**src/rtl/vecmac_seq_ctrl_pkg.sv**
```systemverilog
// Shared definitions for the vector multiply-accumulate sequencer and its helpers.
package vecmac_seq_ctrl_pkg;

  localparam int unsigned LANES     = 4;
  localparam int unsigned LANE_W    = 8;
  localparam int unsigned PROD_W    = 2 * LANE_W;
  localparam int unsigned SUM_W     = PROD_W + 2;
  localparam int unsigned DEF_ACC_W = 32;
  localparam int unsigned DEF_LEN_W = 16;

  typedef enum logic [1:0] {
    StIdle  = 2'd0,
    StFeed  = 2'd1,
    StDrain = 2'd2,
    StDone  = 2'd3
  } state_e;

endpackage

```
**src/rtl/vecmac_lane_sum4.sv**
```systemverilog
// Combinational adder tree: four packed 16-bit lane products to one 18-bit sum.
module vecmac_lane_sum4
  import vecmac_seq_ctrl_pkg::*;
(
  input  logic [LANES*PROD_W-1:0] product,
  output logic [SUM_W-1:0]        lane_sum
);

  logic [PROD_W:0] pair_lo;
  logic [PROD_W:0] pair_hi;

  always_comb begin
    pair_lo  = {1'b0, product[0*PROD_W +: PROD_W]} + {1'b0, product[1*PROD_W +: PROD_W]};
    pair_hi  = {1'b0, product[2*PROD_W +: PROD_W]} + {1'b0, product[3*PROD_W +: PROD_W]};
    lane_sum = {1'b0, pair_lo} + {1'b0, pair_hi};
  end

endmodule

```
**src/rtl/vecmac_seq_ctrl.sv**
```systemverilog
// Dot-product sequencer: streams operand beats into the 4-lane multiplier,
// accumulates the reduced products and returns one scalar per command.
module vecmac_seq_ctrl
  import vecmac_seq_ctrl_pkg::*;
#(
  parameter int unsigned LEN_W = DEF_LEN_W,
  parameter int unsigned ACC_W = DEF_ACC_W
) (
  input  logic             clk,
  input  logic             rst_n,
  input  logic             cmd_valid,
  output logic             cmd_ready,
  input  logic [LEN_W-1:0] cmd_len,
  input  logic             op_valid,
  output logic             op_ready,
  input  logic [31:0]      op_a,
  input  logic [31:0]      op_b,
  output logic             mul_in_valid,
  output logic [31:0]      mul_in_a,
  output logic [31:0]      mul_in_b,
  input  logic             mul_out_valid,
  input  logic [63:0]      mul_product,
  output logic             res_valid,
  input  logic             res_ready,
  output logic [ACC_W-1:0] res_data,
  output logic             busy
);

  state_e             state_q;
  logic [LEN_W-1:0]   len_q;
  logic [LEN_W-1:0]   issue_q;
  logic [LEN_W-1:0]   ret_q;
  logic [ACC_W-1:0]   acc_q;
  logic               mul_in_valid_q;
  logic [31:0]        mul_in_a_q;
  logic [31:0]        mul_in_b_q;
  logic [SUM_W-1:0]   lane_sum;
  logic               op_fire;
  logic               ret_fire;

  vecmac_lane_sum4 u_lane_sum4 (
    .product  (mul_product),
    .lane_sum (lane_sum)
  );

  // Returns outside FEED/DRAIN are stray and must not touch the accumulator.
  assign op_fire  = op_valid && op_ready;
  assign ret_fire = mul_out_valid && (state_q == StFeed || state_q == StDrain);

  always_ff @(posedge clk) begin
    if (!rst_n) begin
      state_q        <= StIdle;
      len_q          <= '0;
      issue_q        <= '0;
      ret_q          <= '0;
      acc_q          <= '0;
      mul_in_valid_q <= 1'b0;
      mul_in_a_q     <= '0;
      mul_in_b_q     <= '0;
    end else begin
      mul_in_valid_q <= 1'b0;
      if (op_fire) begin
        mul_in_valid_q <= 1'b1;
        mul_in_a_q     <= op_a;
        mul_in_b_q     <= op_b;
        issue_q        <= issue_q + LEN_W'(1);
      end
      if (ret_fire) begin
        acc_q <= acc_q + ACC_W'(lane_sum);
        ret_q <= ret_q + LEN_W'(1);
      end
      unique case (state_q)
        StIdle: begin
          if (cmd_valid) begin
            len_q   <= cmd_len;
            issue_q <= '0;
            ret_q   <= '0;
            acc_q   <= '0;
            state_q <= (cmd_len == '0) ? StDone : StFeed;
          end
        end
        StFeed: begin
          if (op_fire && (issue_q + LEN_W'(1) == len_q)) state_q <= StDrain;
        end
        StDrain: begin
          if (ret_q + LEN_W'(ret_fire) == len_q) state_q <= StDone;
        end
        StDone: begin
          if (res_ready) state_q <= StIdle;
        end
      endcase
    end
  end

  // Every output is forced low while reset is asserted, before the first edge lands.
  always_comb begin
    cmd_ready    = rst_n && (state_q == StIdle);
    op_ready     = rst_n && (state_q == StFeed) && (issue_q < len_q);
    res_valid    = rst_n && (state_q == StDone);
    busy         = rst_n && (state_q != StIdle);
    mul_in_valid = rst_n && mul_in_valid_q;
    mul_in_a     = rst_n ? mul_in_a_q : '0;
    mul_in_b     = rst_n ? mul_in_b_q : '0;
    res_data     = rst_n ? acc_q : '0;
  end

endmodule

```
**config.mk**
```make
export PLATFORM = sky130hd
export DESIGN_NAME = vecmac_seq_ctrl
export DESIGN_NICKNAME = d
export VERILOG_FILES = /design/src/rtl/vecmac_seq_ctrl_pkg.sv /design/src/rtl/vecmac_lane_sum4.sv /design/src/rtl/vecmac_seq_ctrl.sv
export SDC_FILE = /design/constraint.sdc
export NUM_CORES = 1
export LEC_CHECK = 0
export BUFFER_PORTS_ARGS = -buffer_cell sky130_fd_sc_hd__clkbuf_2
export CELL_PAD_IN_SITES_DETAIL_PLACEMENT = 1
export CELL_PAD_IN_SITES_GLOBAL_PLACEMENT = 1
export CORE_ASPECT_RATIO = 1.75
export CORE_MARGIN = 2
export CORE_UTILIZATION = 25
export CTS_BUF_LIST = sky130_fd_sc_hd__clkbuf_4
export DETAILED_ROUTE_END_ITERATION = 8
export PLACE_DENSITY_LB_ADDON = 0.25
export SYNTH_ARGS = -nofsm -noshare
export SYNTH_HDL_FRONTEND = slang
export SYNTH_SLANG_ARGS = --single-unit
```
**constraint.sdc**
```tcl
create_clock -name clk -period 4.96 [get_ports clk]
set_input_delay 0.248 -clock clk [delete_from_list [all_inputs] [get_ports clk]]
set_output_delay 0.248 -clock clk [all_outputs]
set_load 0.01 [all_outputs]
```
=== After elaboration in Yosys (flattened, before gate mapping) ===
Cells that the tools add are included.

* Bits in registers: 147
* Input bits: 150
* Output and inout port bits: 101

* Add/sub/neg operators: 7
* Magnitude comparators: 1
* Eq/ne operators: 9
* Multiplexer cells: 19
* Reduce and logical (&&, ||, !) cells: 15

{| class="wikitable"
|+ Operators with widths
! kind !! count
|-
| 32-bit two-way mux || 6
|-
| 16-bit two-way mux || 6
|-
| 16-bit by 16-bit adder with 17-bit output || 2
|-
| 16-bit by 1-bit adder with 16-bit output (second input constant) || 2
|-
| 32-bit by 18-bit adder with 32-bit output || 1
|-
| 16-bit == test || 2
|-
| 17-bit by 17-bit adder with 18-bit output || 1
|-
| 16-bit by 1-bit adder with 16-bit output || 1
|-
| 16-bit zero test || 1
|-
| 16-bit less-than comparator || 1
|-
| 2-bit two-way mux || 5
|-
| 1-bit logical AND || 9
|-
| 2-bit case mux with 4 select lines || 1
|-
| 2-bit == test (second input constant) || 2
|-
| 2-bit by 1-bit inequality test with 1-bit output (second input constant) || 2
|-
| 2-bit inequality test (second input constant) || 2
|-
| 4-bit AND reduction || 1
|-
| 2-bit by 1-bit == test with 1-bit output (second input constant) || 1
|-
| 2-bit zero test || 1
|-
| 2-bit AND reduction || 1
|-
| 2-bit nonzero test || 1
|-
| 1-bit logical OR || 1
|-
| 1-bit two-way mux || 1
|}

=== Longest topological paths before layout ===
* Word-level depth: 7
* Gate-level depth with buffers: 17
* Gate-level depth less buffers: 16

=== Cells and area by module ===
From an unflattened synthesis, not the netlist that was laid out.

* Cells, all modules: 1282
* Area total of the unflattened synthesis: 10138.5 sq um

{| class="wikitable"
|+ Modules (own cells, without submodules)
! module !! instances !! cells each !! area each (sq um)
|-
| vecmac_seq_ctrl || 1 || 1064 || 8429.3
|-
| vecmac_lane_sum4 || 1 || 218 || 1709.1
|}

=== Least setup slack after synthesis ===
No wires, ideal clock.

* Path type: input-to-reg
* From: input mul_product[1]
* To: register acc_q[27]
* Setup time: 125 ps
* Arrival time: 3926 ps
* Path slack: 909 ps
* Stages on the path: 16
* Buffers on the path: 1
* Cells stage by stage: inv_1 > fa_1 > fa_1 > fa_1 > inv_1 > ha_1 > fa_1 > a21o_1 > a21o_1 > a211oi_1 > o21ai_1 > a21oi_1 > a211o_1 > clkbuf_1 > nor3b_1 > mux2i_1

* Longest elaborated chain between the ends: 6

{| class="wikitable"
|+ RTL lines
! element !! RTL line !! text
|-
| start, declared || vecmac_seq_ctrl.sv:22 || <nowiki>input logic [63:0] mul_product,</nowiki>
|-
| 16-bit by 16-bit adder with 17-bit output (*) || vecmac_lane_sum4.sv:13 || <nowiki>pair_lo = {1'b0, product[0*PROD_W +: PROD_W]} + {1'b0, product[1*PROD_W +: PROD_W]};</nowiki>
|-
| 17-bit by 17-bit adder with 18-bit output (*) || vecmac_lane_sum4.sv:15 || <nowiki>lane_sum = {1'b0, pair_lo} + {1'b0, pair_hi};</nowiki>
|-
| 32-bit by 18-bit adder with 32-bit output (*) || vecmac_seq_ctrl.sv:69 || <nowiki>acc_q <= acc_q + ACC_W'(lane_sum);</nowiki>
|-
| 32-bit two-way mux (*) || vecmac_seq_ctrl.sv:68 || <nowiki>if (ret_fire) begin</nowiki>
|-
| 32-bit two-way mux || vecmac_seq_ctrl.sv:74 || <nowiki>if (cmd_valid) begin</nowiki>
|-
| 32-bit two-way mux (*) || vecmac_seq_ctrl.sv:72 || <nowiki>unique case (state_q)</nowiki>
|-
| end signal, assigned || vecmac_seq_ctrl.sv:69 ||
|-
| end, declared || vecmac_seq_ctrl.sv:33 || <nowiki>logic [ACC_W-1:0] acc_q;</nowiki>
|}

Every way passes the cells marked *; elsewhere a longest branch is shown, timed or not.
A chain may end at the register's enable or synchronous reset.

=== Final worst setup path ===
* From: register state_q[0]
* To: register state_q[1]

* Longest elaborated chain between the ends: 7
* Elaborated cells between the ends (all ways): 18
* Classes of those cells: add/sub: 1; eq/ne: 8; mux: 1; reduce/logical: 8

{| class="wikitable"
|+ RTL lines
! element !! RTL line !! text
|-
| start, declared || vecmac_seq_ctrl.sv:29 || <nowiki>state_e state_q;</nowiki>
|-
| start signal, assigned || vecmac_seq_ctrl.sv:52 || <nowiki>state_q <= StIdle;</nowiki>
|-
| start signal, assigned || vecmac_seq_ctrl.sv:79 || <nowiki>state_q <= (cmd_len == '0) ? StDone : StFeed;</nowiki>
|-
| start signal, assigned || vecmac_seq_ctrl.sv:83 || <nowiki>if (op_fire && (issue_q + LEN_W'(1) == len_q)) state_q <= StDrain;</nowiki>
|-
| 2-bit by 1-bit == test with 1-bit output or 2-bit == test (tied branches) || vecmac_seq_ctrl.sv:48, vecmac_seq_ctrl.sv:72, vecmac_seq_ctrl.sv:98 ||
|-
| 1-bit logical OR or 1-bit logical AND (tied branches) || vecmac_seq_ctrl.sv:48, vecmac_seq_ctrl.sv:98 ||
|-
| 1-bit logical AND (on tied branches) || vecmac_seq_ctrl.sv:48, vecmac_seq_ctrl.sv:98 ||
|-
| 16-bit by 1-bit adder with 16-bit output or 1-bit logical AND (tied branches) || vecmac_seq_ctrl.sv:86, vecmac_seq_ctrl.sv:47 ||
|-
| 16-bit == test or 1-bit logical AND (tied branches) || vecmac_seq_ctrl.sv:86, vecmac_seq_ctrl.sv:83 ||
|-
| 2-bit by 1-bit inequality test with 1-bit output (no line) || - ||
|-
| 4-bit AND reduction (no line) || - ||
|}

Several ways; a longest one is shown, not always the timed one.

==> out/metrics.csv <==
stage,metric,value,unit
run_status,outcome,"complete, no violations",
synthesis,dominant cells by area after synthesis,"dfxtp_1, fa_1, nand2_1, and2_1, inv_1",
placement,GP Congestion,0.816,
clock_tree,clk_lat worst skew,610,ps
global_route,vias in the first global route,10300,
floorplanning,Die X,156,um
global_route,Congestion Overflow GR,0,
sta,slew margin rel.,41.2,%
floorplanning,initial core utilization,25.4,%
sta,# setup viols final,0,
finish,area delta synth->final,27.1,%
synthesis,area of the mapped netlist,10200,um2
drt,M1 wire length,11.5,mm
floorplanning,io pins,251,
clock_tree,CTS resizes,0,
finish,fraction of layout cells with a size suffix above 1,19.2,%
synthesis,"Async S/R FF share, synth",0,%
synthesis,ys flop type,dfxtp_1,
clock_tree,CTS max path bufs,2,
sta,count of final hold-check violations,0,
global_route,GRT Resource Usage Total,15.4,%
placement,post-place setup slack,415,ps
drt,DRT Pass-1 Iters,5,
drt,Met2 Wirelength,18.6,mm
sta,setup tns final,0,ps
synthesis,Post-Syn Area per Cell,7.86,um2
clock_tree,CTS Buf Count,17,
sta,Pins Over Slew Limit,0,
pwr,Peak VDD IR,113,uV
clock_tree,clk slew on worst S/H paths,140,ps
synthesis,count of different cell masters after synthesis,63,
synthesis,register area share after synthesis,28.9,%
setup_path,CP endpoint kind,register,
clock_tree,TritonCTS Sinks,147,
setup_path,crit path max fanout,22,
drt,vias per cell,4.60,
clock_tree,H-tree levels,4,
sta,slew at the pin closest to its max-slew limit,883,ps
flow_run,maxcap violations,0,
setup_path,CP Launch Type,register,
drt,DRC viols,0,
setup_path,Worst EP required,5490,ps
global_route,largest net degree at the start of global routing,111,
drt,met3 WL,1.11,mm
sta,final worst-path cycle share,78.4,%
sta,clk_skew,26.2,ps
drt,Routed WL,31.9,mm
hold_path,HP Class,in2reg,
synthesis,Syn Nets,1538,
floorplanning,core area,40100,um2
global_route,first-pass GRT wire length,51.8,mm
synthesis,Synth area leader,dfxtp_1,
drt,routed len/inst,15.2,um
sta,Fmax,257,MHz
global_route,initial antenna violation count,3,
floorplanning,Rows,97,
synthesis,Yosys warning count,0,
floorplanning,die height,271,um
synthesis,Post-synth EDFFs,0,
clock_tree,CTS tree,built,
floorplanning,DIE AREA,42400,um2
drt,Via Count,9622,
sta,RSZ-0062 raised after global routing,false,
synthesis,Post-Synthesis Cells,1294,
drt,post-route ant nets,0,
drt,initial drt markers,269,
sta,Setup WS post-layout,1070,ps
setup_path,crit path DAT,4410,ps
finish,most frequent cells in the layout,"clkbuf_2, nand2_1, inv_1",
setup_path,critical path type,reg2reg,
clock_tree,clk root buf,clkbuf_4,
placement,DP HPWL,24.4,mm
sta,min Tclk post-route,3890,ps
placement,IO Port Bufs,250,
drt,max layer used,met4,
finish,"commonest non-fill, non-tap cell in the layout",clkbuf_2,
pwr,Static Leak,5.80,nW
synthesis,Seq cells post-synth,147,
synthesis,area share of the largest cell type after synthesis,28.9,%
finish,fin nets,1828,
pwr,P per Cell Area,299,nW/um2
## cell type report
| cell class | count | area (um2) |
|---|---|---|
| fillers | 4922 | 27100 |
| multi-input cells | 904 | 6300 |
| flip-flops and latches | 147 | 2940 |
| repair buffers | 341 | 2140 |
| inverters | 173 | 649 |
| well taps | 495 | 619 |
| clock inverters | 13 | 136 |
| clock buffers | 18 | 135 |
| diodes | 3 | 7.51 |
## cells by family (layout without fill, tap and decap cells)
kind of cell               after synthesis  after routing  share of synthesized area, %
AOI/OAI and AO/OA                      225            225                          15.2
adders and majority gates               94             94                          15.0
other                                    0              3                             0
muxes                                    9              9                         0.898
DFF                                    147            147                          28.9
buffers and inverters                  243            545                          9.16
and+or+nand+nor                        501            501                          24.3
xor gates and xnor gates                75             75                          6.46
## final timing paths
path / start / endpoint / slack [ps] / depth (start not counted)
min reg2reg: mul_in_b_q[0] / mul_in_b_q[0] / 470 / 2
max: state_q[0] / state_q[1] / 1070 / 15
min: mul_out_valid / acc_q[21] / 160 / 5
max reg2reg: state_q[0] / state_q[1] / 1070 / 15
## metrics by stage
stage                     hold slack (ps)  utilization [%]  cells  area (um2)  total power, mW
after floorplan                       393                -   1294       10200             2.54
after global placement                448             29.6   1980       11800             3.06
after detailed placement              456             29.6   1980       11800             3.09
after CTS                            84.8             32.3   2091       12900             3.97
after global routing                  152             32.3   2094       12900             4.23
final                                 155             32.3   2094       12900             3.87
## state kept, by name, summed over array words and instances (netlist names)
register and cells:
acc_q 32, mul_in_a_q 32, mul_in_b_q 32, issue_q 16, len_q 16, ret_q 16
state_q 2, mul_in_valid_q 1
## Yosys cell counts, types with 28 or more instances
library cell	n
ha_1	47
nand2_1	229
and2_1	104
xor2_1	28
xnor2_1	47
inv_1	172
clkbuf_1	45
nor2_1	42
a21oi_1	43
fa_1	47
a21boi_0	84
dfxtp_1	147
## critical path, cell delays in order (launching register included)
cell and delay (ps):
dfxtp_1 410, inv_1 80, ha_1 310, nand2_1 70, inv_1 50, buf_4 270, ha_1 280, ha_1 300
nand4_1 290, nor4_1 370, xnor2_1 110, a2111oi_0 460, nand4_1 200, o22a_1 210, a21oi_2 190, mux2i_1 200
## timing repair
action                                 4_1_cts  5_1_grt
hold buffers                                80        0
endpoints found under the hold margin       80        0
setup buffers                                0        0
## report_power, final
| part | internal [mW] | leakage, nW | switching, mW |
|---|---|---|---|
| sequential | 1.27 | 1.19 | 0.0749 |
| combinational | 0.722 | 4.47 | 1.01 |
| clock | 0.301 | 0.141 | 0.487 |
## layer usage
| layer | global-route usage, % | vias to the layer above |
|---|---|---|
| met5 | 0 | - |
| met4 | 4.90 | 0 |
| met3 | 2.53 | 30 |
| met2 | 31.9 | 194 |
| met1 | 14.8 | 4633 |
| li1 | - | 4765 |
(Power assumes the default switching activity.)
